`config.mk`:
```
export PLATFORM = sky130hd
export DESIGN_NAME = i2s_rx_sample_scheduler
export DESIGN_NICKNAME = d
export VERILOG_FILES = /design/src/rtl/i2s_rx_sample_scheduler_pkg.sv /design/src/rtl/i2s_rx_sample_scheduler_sample_fifo.sv /design/src/rtl/i2s_rx_sample_scheduler.sv
export SDC_FILE = /design/constraint.sdc
export NUM_CORES = 1
export LEC_CHECK = 0
export CORE_ASPECT_RATIO = 1.25
export CORE_MARGIN = 4
export CORE_UTILIZATION = 30
export DETAILED_ROUTE_END_ITERATION = 12
export MAX_ROUTING_LAYER = met4
export PLACE_DENSITY = 0.42
export SYNTH_ARGS = -nofsm -noshare
export SYNTH_HDL_FRONTEND = slang
export SYNTH_SLANG_ARGS = --single-unit
```
`constraint.sdc`:
```
create_clock -name clk -period 6.95 [get_ports clk]
set_input_delay 0.695 -clock clk [delete_from_list [all_inputs] [get_ports clk]]
set_output_delay 0.695 -clock clk [all_outputs]
set_load 0.05 [all_outputs]
```
`src/rtl/i2s_rx_sample_scheduler_pkg.sv`:
```
// Shared types and widths for the I2S receive sample scheduler.
package i2s_rx_sample_scheduler_pkg;

    localparam int unsigned SAMPLE_W = 16;
    localparam int unsigned PAIR_W   = 2 * SAMPLE_W;

    typedef enum logic [1:0] {
        CAP_IDLE = 2'd0,
        CAP_WAIT = 2'd1,
        CAP_PUSH = 2'd2
    } cap_state_t;

    typedef enum logic {
        PRIME = 1'b0,
        PLAY  = 1'b1
    } play_state_t;

    typedef struct packed {
        logic [SAMPLE_W-1:0] left;
        logic [SAMPLE_W-1:0] right;
    } pair_t;

    // Bundle a left/right word into one FIFO entry.
    function automatic pair_t make_pair(input logic [SAMPLE_W-1:0] l,
                                        input logic [SAMPLE_W-1:0] r);
        pair_t p;
        p.left  = l;
        p.right = r;
        return p;
    endfunction

endpackage

```
`src/rtl/i2s_rx_sample_scheduler_sample_fifo.sv`:
```
// Synchronous stereo-pair FIFO with registered read data and a flush input.
module i2s_rx_sample_scheduler_sample_fifo
    import i2s_rx_sample_scheduler_pkg::*;
#(
    parameter  int unsigned DEPTH   = 8,
    localparam int unsigned PTR_W   = $clog2(DEPTH),
    localparam int unsigned LEVEL_W = $clog2(DEPTH) + 1
) (
    input  logic               clk,
    input  logic               reset,
    input  logic               flush,
    input  logic               wr_en,
    input  pair_t              wr_data,
    input  logic               rd_en,
    output pair_t              rd_data,
    output logic               full,
    output logic               empty,
    output logic [LEVEL_W-1:0] level
);

    pair_t              mem [DEPTH];
    logic [PTR_W-1:0]   wr_ptr;
    logic [PTR_W-1:0]   rd_ptr;
    logic [LEVEL_W-1:0] count;
    logic               do_rd;
    logic               do_wr;

    assign full  = (count == LEVEL_W'(DEPTH));
    assign empty = (count == '0);
    assign level = count;

    // A pop frees the slot for a same-cycle push when full; flush overrides both.
    assign do_rd = rd_en & ~empty & ~flush;
    assign do_wr = wr_en & (~full | do_rd) & ~flush;

    // Storage array, no reset needed.
    always_ff @(posedge clk) begin
        if (do_wr) begin
            mem[wr_ptr] <= wr_data;
        end
    end

    // Pointers, occupancy counter and registered read data.
    always_ff @(posedge clk or posedge reset) begin
        if (reset) begin
            wr_ptr  <= '0;
            rd_ptr  <= '0;
            count   <= '0;
            rd_data <= '0;
        end else if (flush) begin
            wr_ptr <= '0;
            rd_ptr <= '0;
            count  <= '0;
        end else begin
            if (do_wr) begin
                wr_ptr <= wr_ptr + PTR_W'(1);
            end
            if (do_rd) begin
                rd_ptr  <= rd_ptr + PTR_W'(1);
                rd_data <= mem[rd_ptr];
            end
            if (do_wr && !do_rd) begin
                count <= count + LEVEL_W'(1);
            end else if (do_rd && !do_wr) begin
                count <= count - LEVEL_W'(1);
            end
        end
    end

endmodule

```
`src/rtl/i2s_rx_sample_scheduler.sv`:
```
// Captures I2S stereo pairs on LRCK frames and releases them on mixer ticks.
module i2s_rx_sample_scheduler
    import i2s_rx_sample_scheduler_pkg::*;
#(
    parameter  int unsigned DEPTH            = 8,
    parameter  int unsigned PRIME_LEVEL      = 4,
    parameter  int unsigned SETTLE           = 3,
    parameter  bit          MUTE_ON_UNDERRUN = 1'b0,
    localparam int unsigned LEVEL_W          = $clog2(DEPTH) + 1
) (
    input  logic                clk,
    input  logic                reset,
    input  logic                enable,
    input  logic                rx_lrck,
    input  logic [SAMPLE_W-1:0] rx_left,
    input  logic [SAMPLE_W-1:0] rx_right,
    input  logic                out_tick,
    output logic [SAMPLE_W-1:0] out_left,
    output logic [SAMPLE_W-1:0] out_right,
    output logic                out_valid,
    output logic [LEVEL_W-1:0]  level,
    output logic                underrun,
    output logic                overrun,
    input  logic                flag_clr
);

    localparam int unsigned CNT_W = (SETTLE > 0) ? $clog2(SETTLE + 1) : 1;

    logic              lrck_s1;
    logic              lrck_s2;
    logic              lrck_d;
    logic              frame_event;
    cap_state_t        cap_state;
    logic [CNT_W-1:0]  settle_cnt;
    play_state_t       play_state;
    logic              muted;
    logic              push;
    logic              pop;
    logic              tick_empty;
    logic              fifo_full;
    logic              fifo_empty;
    pair_t             fifo_rd_data;

    assign frame_event = lrck_s2 & ~lrck_d;
    assign push        = enable & (cap_state == CAP_PUSH);
    assign pop         = enable & (play_state == PLAY) & out_tick & ~fifo_empty;
    assign tick_empty  = enable & (play_state == PLAY) & out_tick & fifo_empty;

    // Output samples come straight from the FIFO read register; muting zeroes them.
    assign out_left  = muted ? '0 : fifo_rd_data.left;
    assign out_right = muted ? '0 : fifo_rd_data.right;

    i2s_rx_sample_scheduler_sample_fifo #(
        .DEPTH (DEPTH)
    ) u_fifo (
        .clk     (clk),
        .reset   (reset),
        .flush   (~enable),
        .wr_en   (push),
        .wr_data (make_pair(rx_left, rx_right)),
        .rd_en   (pop),
        .rd_data (fifo_rd_data),
        .full    (fifo_full),
        .empty   (fifo_empty),
        .level   (level)
    );

    // Two-flop LRCK synchroniser plus edge-detect register.
    always_ff @(posedge clk or posedge reset) begin
        if (reset) begin
            lrck_s1 <= 1'b0;
            lrck_s2 <= 1'b0;
            lrck_d  <= 1'b0;
        end else begin
            lrck_s1 <= rx_lrck;
            lrck_s2 <= lrck_s1;
            lrck_d  <= lrck_s2;
        end
    end

    // Capture FSM: wait SETTLE cycles after a frame event, then push one pair.
    always_ff @(posedge clk or posedge reset) begin
        if (reset) begin
            cap_state  <= CAP_IDLE;
            settle_cnt <= '0;
        end else if (!enable) begin
            cap_state  <= CAP_IDLE;
            settle_cnt <= '0;
        end else begin
            case (cap_state)
                CAP_IDLE: begin
                    if (frame_event) begin
                        cap_state  <= CAP_WAIT;
                        settle_cnt <= CNT_W'(SETTLE);
                    end
                end
                CAP_WAIT: begin
                    if (settle_cnt <= CNT_W'(1)) begin
                        cap_state  <= CAP_PUSH;
                        settle_cnt <= '0;
                    end else begin
                        settle_cnt <= settle_cnt - CNT_W'(1);
                    end
                end
                CAP_PUSH: cap_state <= CAP_IDLE;
                default:  cap_state <= CAP_IDLE;
            endcase
        end
    end

    // Play FSM, output strobe, mute state and sticky flags (set beats clear).
    always_ff @(posedge clk or posedge reset) begin
        if (reset) begin
            play_state <= PRIME;
            out_valid  <= 1'b0;
            muted      <= 1'b0;
            underrun   <= 1'b0;
            overrun    <= 1'b0;
        end else begin
            out_valid <= 1'b0;
            if (flag_clr) begin
                underrun <= 1'b0;
                overrun  <= 1'b0;
            end
            if (push && fifo_full && !pop) begin
                overrun <= 1'b1;
            end
            if (!enable) begin
                play_state <= PRIME;
            end else begin
                case (play_state)
                    PRIME: begin
                        if (level >= LEVEL_W'(PRIME_LEVEL)) begin
                            play_state <= PLAY;
                        end
                    end
                    PLAY: begin
                        if (pop) begin
                            out_valid <= 1'b1;
                            muted     <= 1'b0;
                        end else if (tick_empty) begin
                            out_valid  <= 1'b1;
                            underrun   <= 1'b1;
                            muted      <= MUTE_ON_UNDERRUN;
                            play_state <= PRIME;
                        end
                    end
                    default: play_state <= PRIME;
                endcase
            end
        end
    end

endmodule

```
* After elaboration in Yosys (flattened, before gate mapping)
Memories as Yosys holds them, arrays and structs flattened. A register that Yosys moved wholly into a read port is not among the register bits.
Cells that the tools add are included.
Widths: inputs -> output; s select.
** Operators by class
- $add $sub $neg :: 5
- $mul :: 0
- Divide/modulo/power cells :: 0
- Magnitude comparators :: 2
- Equality and inequality tests :: 9
- Shift operators :: 0
- Mux-type cells :: 37
- Bitwise logic cells :: 15
- Reductions and logical operators :: 15
** Operators with widths (number)
- $mux 16 :: 2
- $mux 1 :: 19
- $mux 2 :: 6
- $mux 3 :: 4
- $mux 4 :: 3
- $and 1x1->1 :: 10
- $pmux 2 s2 :: 2
- $add 3x1->3 const B :: 2
- $ne 3x1->1 const B :: 2
- $ne 3x3->1 const B :: 2
- $reduce_and 2->1 :: 3
- $add 4x1->4 const B :: 1
- $eq 4x4->1 const B :: 1
- $ge 4x3->1 const B :: 1
- $logic_and 1x1->1 :: 4
- $logic_not 4->1 :: 1
- $ne 2x1->1 const B :: 2
- $not 1->1 :: 4
- $reduce_bool 2->1 :: 2
- $sub 4x1->4 const B :: 1
- $logic_not 1->1 :: 3
- $reduce_and 3->1 :: 1
- $eq 2x1->1 const B :: 1
- $eq 2x2->1 const B :: 1
- 5 further kinds :: 5
** Storage, ports and cells
- Bits in registers :: 22
- Bits in latches :: 0
- Bits in writable memories :: 256
- ROM bits :: 0
- Input bits :: 38
- Output and inout port bits :: 39
- Word-level logic and storage cells :: 97
- Memories kept :: 1
** Memories
- u_fifo.mem :: depth 8, width 32, read ports 1, clocked after Yosys merged registers in 1, write ports 1, line i2s_rx_sample_scheduler_sample_fifo.sv:21 : pair_t mem [DEPTH];

* Longest topological paths before layout
Gate-level depths: netlist of the first run.
- Depth in word-level cells :: 13
- Depth in mapped cells :: 9
- Depth with buffers taken out :: 9

* Modules after synthesis
A second synthesis of the first run with hierarchy kept.
** Second synthesis, totals
- Cells, all modules :: 593
- Area, all modules :: 11816.3 um^2
** By module, submodules not included
- i2s_rx_sample_scheduler_sample_fifo :: instances 1, cells each 560, area an instance 11387.2 um^2, sequential area each 8738.4 um^2
- i2s_rx_sample_scheduler :: instances 1, cells each 33, area an instance 429.2 um^2, sequential area each 275.3 um^2

* Worst setup path after synthesis of the first run
OpenSTA, ideal clock, no wires.
- Path kind :: register -> register
- Start point :: register u_fifo.count[2] (netlist: u_fifo.level[2])
- End point :: memory u_fifo.mem[0][0] (netlist name), enable pin
- Setup time :: 461 ps
- Data arrival time :: 3645 ps
- Data required time :: 6489 ps
- Slack :: 2844 ps
- Stages on the path, launching flop included :: 5
- Clock period less this slack :: 4106 ps
- Cells stage by stage :: dfrtp_1 > nor4b_1 > a21oi_1 > nand2b_1 > nor3_1
** Between the ends
- Longest elaborated chain between the ends :: 10
** Ends and longest elaborated chain
- from (decl) :: line i2s_rx_sample_scheduler_sample_fifo.sv:24 : logic [LEVEL_W-1:0] count;
- from (signal assigned) :: line i2s_rx_sample_scheduler_sample_fifo.sv:63 : count <= count + LEVEL_W'(1);
- from (signal assigned) :: line i2s_rx_sample_scheduler_sample_fifo.sv:65 : count <= count - LEVEL_W'(1);
- $logic_not 4->1 :: line i2s_rx_sample_scheduler_sample_fifo.sv:29 : assign empty = (count == '0);
- $not 1->1 :: line i2s_rx_sample_scheduler_sample_fifo.sv:33, i2s_rx_sample_scheduler.sv:46
- $and 1x1->1 :: line i2s_rx_sample_scheduler.sv:46 : assign pop = enable & (play_state == PLAY) & out_tick & ~fifo_empty;
- $and 1x1->1 (2 in series) :: line i2s_rx_sample_scheduler_sample_fifo.sv:33 : assign do_rd = rd_en & ~empty & ~flush;
- $or 1x1->1 * :: line i2s_rx_sample_scheduler_sample_fifo.sv:34 : assign do_wr = wr_en & (~full | do_rd) & ~flush;
- $and 1x1->1 * (2 in series) :: line i2s_rx_sample_scheduler_sample_fifo.sv:34
- $mux 1 * :: line i2s_rx_sample_scheduler_sample_fifo.sv:38 : if (do_wr) begin
- $mux 1 (not written as such) * :: line i2s_rx_sample_scheduler_sample_fifo.sv:39 : mem[wr_ptr] <= wr_data;
- to (decl) :: line i2s_rx_sample_scheduler_sample_fifo.sv:21
Every way passes the cells marked *; elsewhere a longest branch is shown, timed or not.

* Worst setup path after layout of the first run
- Start point :: input port enable
- End point :: register u_fifo.count[3] (netlist: u_fifo.level[3])
** Between the ends
- Longest elaborated chain between the ends :: 11
** Ends and longest elaborated chain
- from (decl) :: line i2s_rx_sample_scheduler.sv:13 : input logic enable,
- $and 1x1->1 (3 in series) :: line i2s_rx_sample_scheduler.sv:46
- $and 1x1->1 (2 in series) :: line i2s_rx_sample_scheduler_sample_fifo.sv:33
- $or 1x1->1 :: line i2s_rx_sample_scheduler_sample_fifo.sv:34
- $and 1x1->1 (2 in series) :: line i2s_rx_sample_scheduler_sample_fifo.sv:34
- $logic_not 1->1 / $logic_and 1x1->1 (equally long branches) :: line i2s_rx_sample_scheduler_sample_fifo.sv:64, i2s_rx_sample_scheduler_sample_fifo.sv:62
- $logic_and 1x1->1 / $mux 4 (equally long branches) :: line i2s_rx_sample_scheduler_sample_fifo.sv:64, i2s_rx_sample_scheduler_sample_fifo.sv:62
- $ne 3x1->1 (no line) / $mux 4 (equally long branches)
Several ways; a longest one is shown, not always the timed one.
A chain may end at the register's enable or synchronous reset.

==> metrics.md, run 1 <==
| Metric | Value |
|---|---|
| Multi-input logic area | `2620 sq um` |
| Drt wl/cell | `20.4 um` |
| Congestion Overflow GR | `0` |
| Initial Util | `0.306` |
| Dpl hpwl | `14000 um` |
| Number of global-route vias before repair | `6120` |
| Routability cong. | `0.692` |
| Clk buf depth | `3` |
| Final setup skew | `0.0301 ns` |
| Worst Reg2Reg Path Length in Cells | `9` |
| Net Sw Frac | `0.283` |
| Crit path arrival time | `3.99 ns` |
| Worst hold path class | `reg2reg` |
| Sink Count | `309` |
| Leakage power total | `4.49 nW` |
| Ys Warns | `0` |
| Final min period | `3.48 ns` |
| Crit-path max FO | `14` |
| Detail Route Antenna Nets | `0` |
| Layout cells sized above 1 | `0.196` |
| Compound-Gate Fraction of Synth Area | `0.0271` |
| Worst EP required | `7.46 ns` |
| Setup crit end kind | `register` |
| R2R Path End | `u_fifo.level[3]` |
| Synth Cell Area | `11700 sq um` |
| Sequential fraction of design power | `0.463` |
| I/O pin total | `77` |
| Die Wd | `185 um` |
| PwrDens | `336 nW/um^2` |
| Syn Inst Count | `583` |
| Drt first pass iters | `4` |
| Synth cell types | `37` |
| Min-Delay Endpoint | `lrck_s2` |
| Final Util | `0.369` |
| CTS tree | `yes` |
| Xor and xnor area share after synthesis | `0.00374` |
| Filler cell count | `3515` |
| Cell internal pwr | `3.41 mW` |
| Post-synthesis register bit count | `309` |
| Worst-path cell chain | `clkdlybuf4s50_1 -> nand3_1 -> a21oi_1 -> o21ai_0 -> ha_1 -> a21o_1 -> a21oi_1 -> or3_1 -> a2111o_1 -> nand2_1` |
| Initial DRC Count | `191` |
| Row cnt | `80` |
| Worst ir drop on vdd | `0.198 mV` |
| Root buf cell | `clkbuf_16` |
| NetSw | `1.35 mW` |
| Port bufs | `76` |
| DRC | `0` |
| Headroom to the max-slew limit | `0.305` |
| Status | `finished, final reports clean` |
| DIE AREA | `42300 sq um` |
| Actual slew at the worst max-slew pin | `around 1.0 ns` |
| Most used cell, CP | `a21oi_1` |
| Hold Crit Start | `lrck_s1` |
| Slew Viols, Final | `0` |
| Setup slack, reg-to-reg | `4.00 ns` |
| CP Buf/Inv Count | `1` |
| Pin count of the biggest net entering global routing | `67` |
| Combinational family with the most area after synthesis | `multiplexers` |
| Simple-gate area share of the yosys netlist | `0.0297` |
| Setup bufs post-CTS | `0` |
| Hold buffer count at CTS | `0` |
| Worst path slowest cell | `clkdlybuf4s50_1` |
| # setup viols final | `0` |
| Nets | `722` |
| Seq. cell area | `9020 sq um` |
| Post-CTS sizing | `0` |
| Fin. Hold Viols | `0` |
| R2R Path Start | `u_fifo.level[2]` |
| Initial antenna violation count | `0` |
| Syn avg cell area | `about 20 sq um` |
| Max stage delay on crit path | `0.78 ns` |
| Post-Syn Nets | `626` |
| Die Ht | `229 um` |
| H-tree Lvls | `1` |
| Critical path startpoint category | `input port` |
| Max Clk Rate | `288 MHz` |
| CTS buffer count | `31` |
| Clk_lat worst skew | `between 0.5 and 0.6 ns` |
| Total Wirelength | `24400 um` |
| Final period utilization | `0.500` |
| Critical Path Start | `enable` |
| Setup repair after global routing missed its margin | `false` |
| Layout area overhead | `20.9%` |
| Global-route wire length before repair | `37800 um` |
| Setup TNS | `0 ns` |
| Clock share of power | `0.347` |
| Crit path kind | `in2reg` |
| GRT Util Overall | `0.120` |
| Combinational fraction of design power | `0.190` |
| Register area share after synthesis | `0.769` |
| Post-synthesis mux area share | `0.152` |
| CP delay by family, top | `compound AO/OA/AOI/OAI gates` |
| Max-cap violations | `0` |
| Hold depth | `0` |
| # diodes | `0` |
| Core ar. | `approximately 38000 sq um` |
| Clk slew on worst S/H paths | `0.06 ns` |
| Vias per Instance | `4.63` |
| Post-synthesis adder-cell area fraction | `0.00598` |
| Routed via count | `around 5500` |
==> worst max path at each step <==
stage | to | depth (start not counted) | slack, ns
after floorplan | u_fifo.mem[0][0] | 4 | 2.84
final | u_fifo.level[3] | 10 | 3.47
after detailed placement | u_fifo.level[3] | 10 | 2.91
after global routing | u_fifo.level[3] | 10 | 3.16
after CTS | u_fifo.mem[4][18] | 6 | 3.52
after global placement | u_fifo.level[3] | 10 | 2.95
==> kinds of logic after synthesis <==
family                   count (synthesis)
flip-flops                             309
multiplexers                            98
AND/OR/NAND/NOR                         76
AO/OA/AOI/OAI                           55
buffers and inverters                   35
XOR/XNOR                                 5
adder cells (fa/ha/maj)                  5
==> final cells by class <==
class / instances / area share
inverter: 9 / 0.00239
multi-input combinational: 239 / 0.185
timing repair buffer: 89 / 0.0606
clock buffer: 41 / 0.0595
sequential: 309 / 0.637
tap: 492 / 0.0435
clock inverter: 17 / 0.0121
==> per-layer routing <==
metal	GRT usage	routed length, um	up-vias
met2	0.210	13100	94
li1	-	-	2522
met3	0.0169	850	34
met4	0.0324	510	0
met5	-	0	-
met1	0.145	9970	2884
==> sequential cells by signal (all words and copies together) (netlist names) <==
signal,cells
cap_state,2
lrck_d,1
lrck_s1,1
lrck_s2,1
out_valid,1
overrun,1
play_state,1
settle_cnt,2
u_fifo.level,4
u_fifo.mem,256
u_fifo.rd_data,32
u_fifo.rd_ptr,3
u_fifo.wr_ptr,3
underrun,1
==> power groups by stage <==
stage / Clock, mW / Sequential, mW / Combinational [mW]
finish: 1.65 / 2.20 / 0.905
global route: 1.80 / 2.22 / 0.964
CTS: 1.72 / 2.21 / 0.923
detailed placement: 0 / 2.24 / 0.921
global placement: 0 / 2.24 / 0.917
floorplan: 0 / 2.58 / 0.253
==> layout by cell type (no fill, tap or decap), types with 2 or more instances in the layout <==
cell	n
bufinv_16	3
mux2i_1	34
clkinv_1	5
ha_1	4
clkinvlp_4	4
inv_6	2
nor2_4	7
clkbuf_16	31
buf_4	13
xor2_1	2
o21ai_1	3
dfrtp_1	50
o21ai_0	6
clkinv_2	3
edfxtp_1	256
nand2b_1	7
nand2_1	14
a21o_1	3
clkdlybuf4s50_1	76
clkbuf_8	3
nor3_2	2
a22o_1	2
inv_1	8
xnor2_1	3
clkbuf_1	7
a21oi_1	34
mux4_2	64
dfrtp_2	2
nor2_1	37
==> per-stage QoR <==
step	area, sq um	hold WS [ns]	worst slack, ns	total power, mW	cells
floorplan	11700	0.331	2.84	2.84	583
finish	14200	0.356	3.47	4.76	1196
CTS	14200	0.361	3.52	4.85	1196
global placement	13100	0.346	2.95	3.16	1138
detailed placement	13100	0.340	2.91	3.17	1138
global route	14200	0.371	3.16	4.99	1196
==> synth_stat cells <==
cell type | count | area share
o21ai_0 | 6 | 0.0026
nand2_1 | 14 | 0.0045
a21oi_1 | 34 | 0.015
or3_1 | 1 | 0.00053
and2_1 | 1 | 0.00053
inv_1 | 9 | 0.0029
a21o_1 | 3 | 0.0019
xnor2_1 | 3 | 0.0022
xor2_1 | 2 | 0.0015
ha_1 | 4 | 0.0043
dfrtp_1 | 53 | 0.11
edfxtp_1 | 256 | 0.66
a22o_1 | 2 | 0.0015
nand2b_1 | 7 | 0.0037
nor2b_1 | 1 | 0.00053
buf_2 | 7 | 0.0030
buf_1 | 6 | 0.0019
nor4_4 | 1 | 0.0018
nor2_2 | 1 | 0.00053
mux2i_1 | 34 | 0.029
o31ai_1 | 1 | 0.00064
nand3_1 | 1 | 0.00043
nor4b_1 | 1 | 0.00075
nand3b_1 | 1 | 0.00064
a32oi_1 | 1 | 0.00075
a211oi_1 | 1 | 0.00064
nor3b_1 | 1 | 0.00064
o22ai_1 | 1 | 0.00053
clkbuf_1 | 13 | 0.0042
o221a_2 | 1 | 0.00096
fa_1 | 1 | 0.0017
nor3_1 | 3 | 0.0013
o21ai_1 | 3 | 0.0013
o311a_1 | 1 | 0.00085
nor2_1 | 43 | 0.014
mux4_2 | 64 | 0.12
a2111o_1 | 1 | 0.00096
No activity file was read; power rests on OpenSTA's default activity.
==> run 2, diff against run 1 <==
Clock period 6.95 ns to 3.2 ns, I/O delays scaled along.
==> run 2 against run 1 <==
Net effect: via count rose by 2.5%; power grew 120%; non-clock buffer count up 17; sequential share of layout area fell by 0.99 points; sequential cell count stayed put; wire length is 4.9% higher; cell count is 1.7% higher; critical path depth decreased by 1; cell area is 1.6% higher; die area unchanged; worst setup slack got worse by 3.1 ns; critical path type is now reg2reg; largest power group unchanged; highest routed layer unchanged.
==> metrics.md, run 2 (synthesized netlist as in run 1, its figures left out) <==
| Metric | Value |
|---|---|
| Status | `finished, final reports clean` |
| Sink Count | `309 (unchanged)` |
| GRT Util Overall | `0.126 (+0.00644)` |
| Worst EP required | `3.64 ns (-3.82 ns)` |
| Net Sw Frac | `0.282 (-0.00143)` |
| Layout cells sized above 1 | `0.220 (+0.0236)` |
| Critical path startpoint category | `register` |
| Hold WS | `0.215 ns (-0.141 ns)` |
| Drt wl/cell | `21.1 um (+3.2%)` |
| Final Util | `0.375 (+0.00584)` |
| Commonest non-fill, non-tap cell in the layout | `edfxtp_1` |
| H-tree Lvls | `2 (+1)` |
| CP Depth | `9 (-1)` |
| Power Total | `10.5 mW (+120%)` |
| Initial Util | `0.306 (unchanged)` |
| Crit-path max FO | `6 (-8)` |
| Met1 usage | `0.160 (+0.0147)` |
| Most frequent cells in the layout | `edfxtp_1, clkdlybuf4s50_1, mux4_2` |
| Fin. Hold Viols | `0 (unchanged)` |
| Worst-path cell chain | `nor4b_1 -> a21oi_1 -> o21ai_0 -> ha_1 -> a21o_1 -> a21oi_1 -> o21ai_0 -> a2111o_1 -> nand2_1` |
| Port bufs | `76 (unchanged)` |
| Congestion Overflow GR | `0 (unchanged)` |
| Max-cap violations | `0 (unchanged)` |
| Worst hold path class | `in2async` |
| Slew Viols, Final | `0 (unchanged)` |
| Setup crit end kind | `register` |
| CTS buffer count | `34 (+9.7%)` |
| Crit path arrival time | `3.28 ns (-0.71 ns)` |
| Initial antenna violation count | `0 (unchanged)` |
| Max reg flops | `256 (unchanged)` |
| Worst ir drop on vdd | `0.394 mV (+98%)` |
| Hold buffer count at CTS | `0 (unchanged)` |
| CTS tree | `yes` |
| Dpl hpwl | `15600 um (+12%)` |
| Routed via count | `5674 (+2.5%)` |
| Post-CTS sizing | `0 (unchanged)` |
| I/O pin total | `77 (unchanged)` |
| Drt first pass iters | `4 (unchanged)` |
| Number of global-route vias before repair | `6135 (+0.25%)` |
| # diodes | `0 (unchanged)` |
| Setup slack, reg-to-reg | `0.37 ns (-3.63 ns)` |
| Max Clk Rate | `353 MHz` |
| Actual slew at the worst max-slew pin | `0.680 ns (-0.362 ns)` |
| CP delay by family, top | `compound AO/OA/AOI/OAI gates` |
| Row cnt | `80 (unchanged)` |
| NetSw | `2.96 mW (+120%)` |
| Routability cong. | `0.732 (+5.7%)` |
| GRT Max-Usage Layer | `met2` |
| Final setup skew | `0.0101 ns (-0.0200 ns)` |
| DIE AREA | `42300 sq um (unchanged)` |
| Worst Reg2Reg Path Length in Cells | `9 (unchanged)` |
| Cell internal pwr | `7.53 mW (+120%)` |
| Final period utilization | `0.885` |
| Total Wirelength | `25600 um (+4.9%)` |
| Clk slew on worst S/H paths | `0.06 ns (about the same)` |
| Vias per Instance | `4.67 (+0.84%)` |
| Final min period | `2.83 ns` |
| Global-route wire length before repair | `39200 um (+3.8%)` |
| Max stage delay on crit path | `0.66 ns (-0.12 ns)` |
| DRC | `0 (unchanged)` |
| Root buf cell | `clkbuf_16` |
| Die Wd | `185 um (unchanged)` |
| Core ar. | `38300 sq um (unchanged)` |
| Clock share of power | `0.353 (+0.006)` |
| Nets | `742 (+2.8%)` |
| Clk buf depth | `3 (unchanged)` |
| Top reg by flops | `u_fifo.mem` |
| M2 GR Usage | `0.209 (-0.000687)` |
| PwrDens | `729 nW/um^2 (+120%)` |
| Initial DRC Count | `348 (+82%)` |
| Clk_lat worst skew | `0.51 ns (-0.06 ns)` |
| Crit path kind | `reg2reg` |
| Die Ht | `229 um (unchanged)` |
| Sequential fraction of design power | `0.454 (-0.009)` |
| Worst path slowest cell | `nor4b_1` |
| Met3 Track Usage GR | `0.0216 (+0.00478)` |
| # setup viols final | `0 (unchanged)` |
| CP Buf/Inv Count | `0 (-1)` |
| Setup WS post-layout | `0.367 ns (-3.10 ns)` |
| Pre-CTS WS | `0.325 ns (-2.58 ns)` |
| Combinational fraction of design power | `0.192 (+0.002)` |
| Layout area overhead | `22.8%` |
| Leakage power total | `4.62 nW (+2.9%)` |
| Headroom to the max-slew limit | `0.540 (+0.235)` |
| Pin count of the biggest net entering global routing | `35 (-48%)` |
| Setup bufs post-CTS | `0 (unchanged)` |
| Detail Route Antenna Nets | `0 (unchanged)` |
| Setup repair after global routing missed its margin | `false` |
## run 2: cell count changes in the layout (fill, tap and decap cells not counted), sizes merged
cell	change
buf	+17
clkbuf	+7
clkinv	+4
bufinv	-3
clkinvlp	-3
inv	-2
## run 2: per-stage QoR
stage	cells	area, sq um	TNS, ns
final	1216	14400	0
after global routing	1216	14400	0
after CTS	1216	14400	0
after detailed placement	1155	13300	0
after global placement	1155	13300	0
after floorplan	583	11700	-8.60
## run 2: path summary, 6_finish.rpt
check	startpoint	to
min in group clk	rx_lrck	lrck_s1
max	u_fifo.level[2]	u_fifo.level[3]
max in group asynchronous	reset	u_fifo.rd_data[25]
min	reset	u_fifo.rd_data[23]
min reg2reg	lrck_s1	lrck_s2
max reg2reg	u_fifo.level[2]	u_fifo.level[3]
## run 2: power by group through the flow
stage          logic, mW  clock network [mW]  registers, mW
6_report            2.02                3.71           4.76
4_1_cts             2.06                3.84           4.77
3_5_place_dp        2.05                   0           4.85
2_1_floorplan      0.550                   0           5.61
3_3_place_gp        2.04                   0           4.84
5_1_grt             2.15                4.00           4.80
## run 2: routing by layer
metal  vias up  part of all wire
met2        99              0.52
met1      2980              0.42
met5         -                 0
met3        36             0.039
met4         0             0.019
li1       2559                 -
## run 2: final cells by class
class | count | area [sq um]
Tap cell | 492 | 616
Clock inverter | 13 | 66.3
Multi-Input combinational cell | 239 | 2630
Inverter | 9 | 33.8
Fill cell | 3526 | 23900
Sequential cell | 309 | 9020
Clock buffer | 48 | 1010
Timing Repair Buffer | 106 | 1010
## run 2: worst register-to-register path, cell delays in order (launching register included)
cell and delay (ns):
dfrtp_1 0.47, nor4b_1 0.66, a21oi_1 0.20, o21ai_0 0.18, ha_1 0.30, a21o_1 0.17, a21oi_1 0.20, o21ai_0 0.15
a2111o_1 0.38, nand2_1 0.07
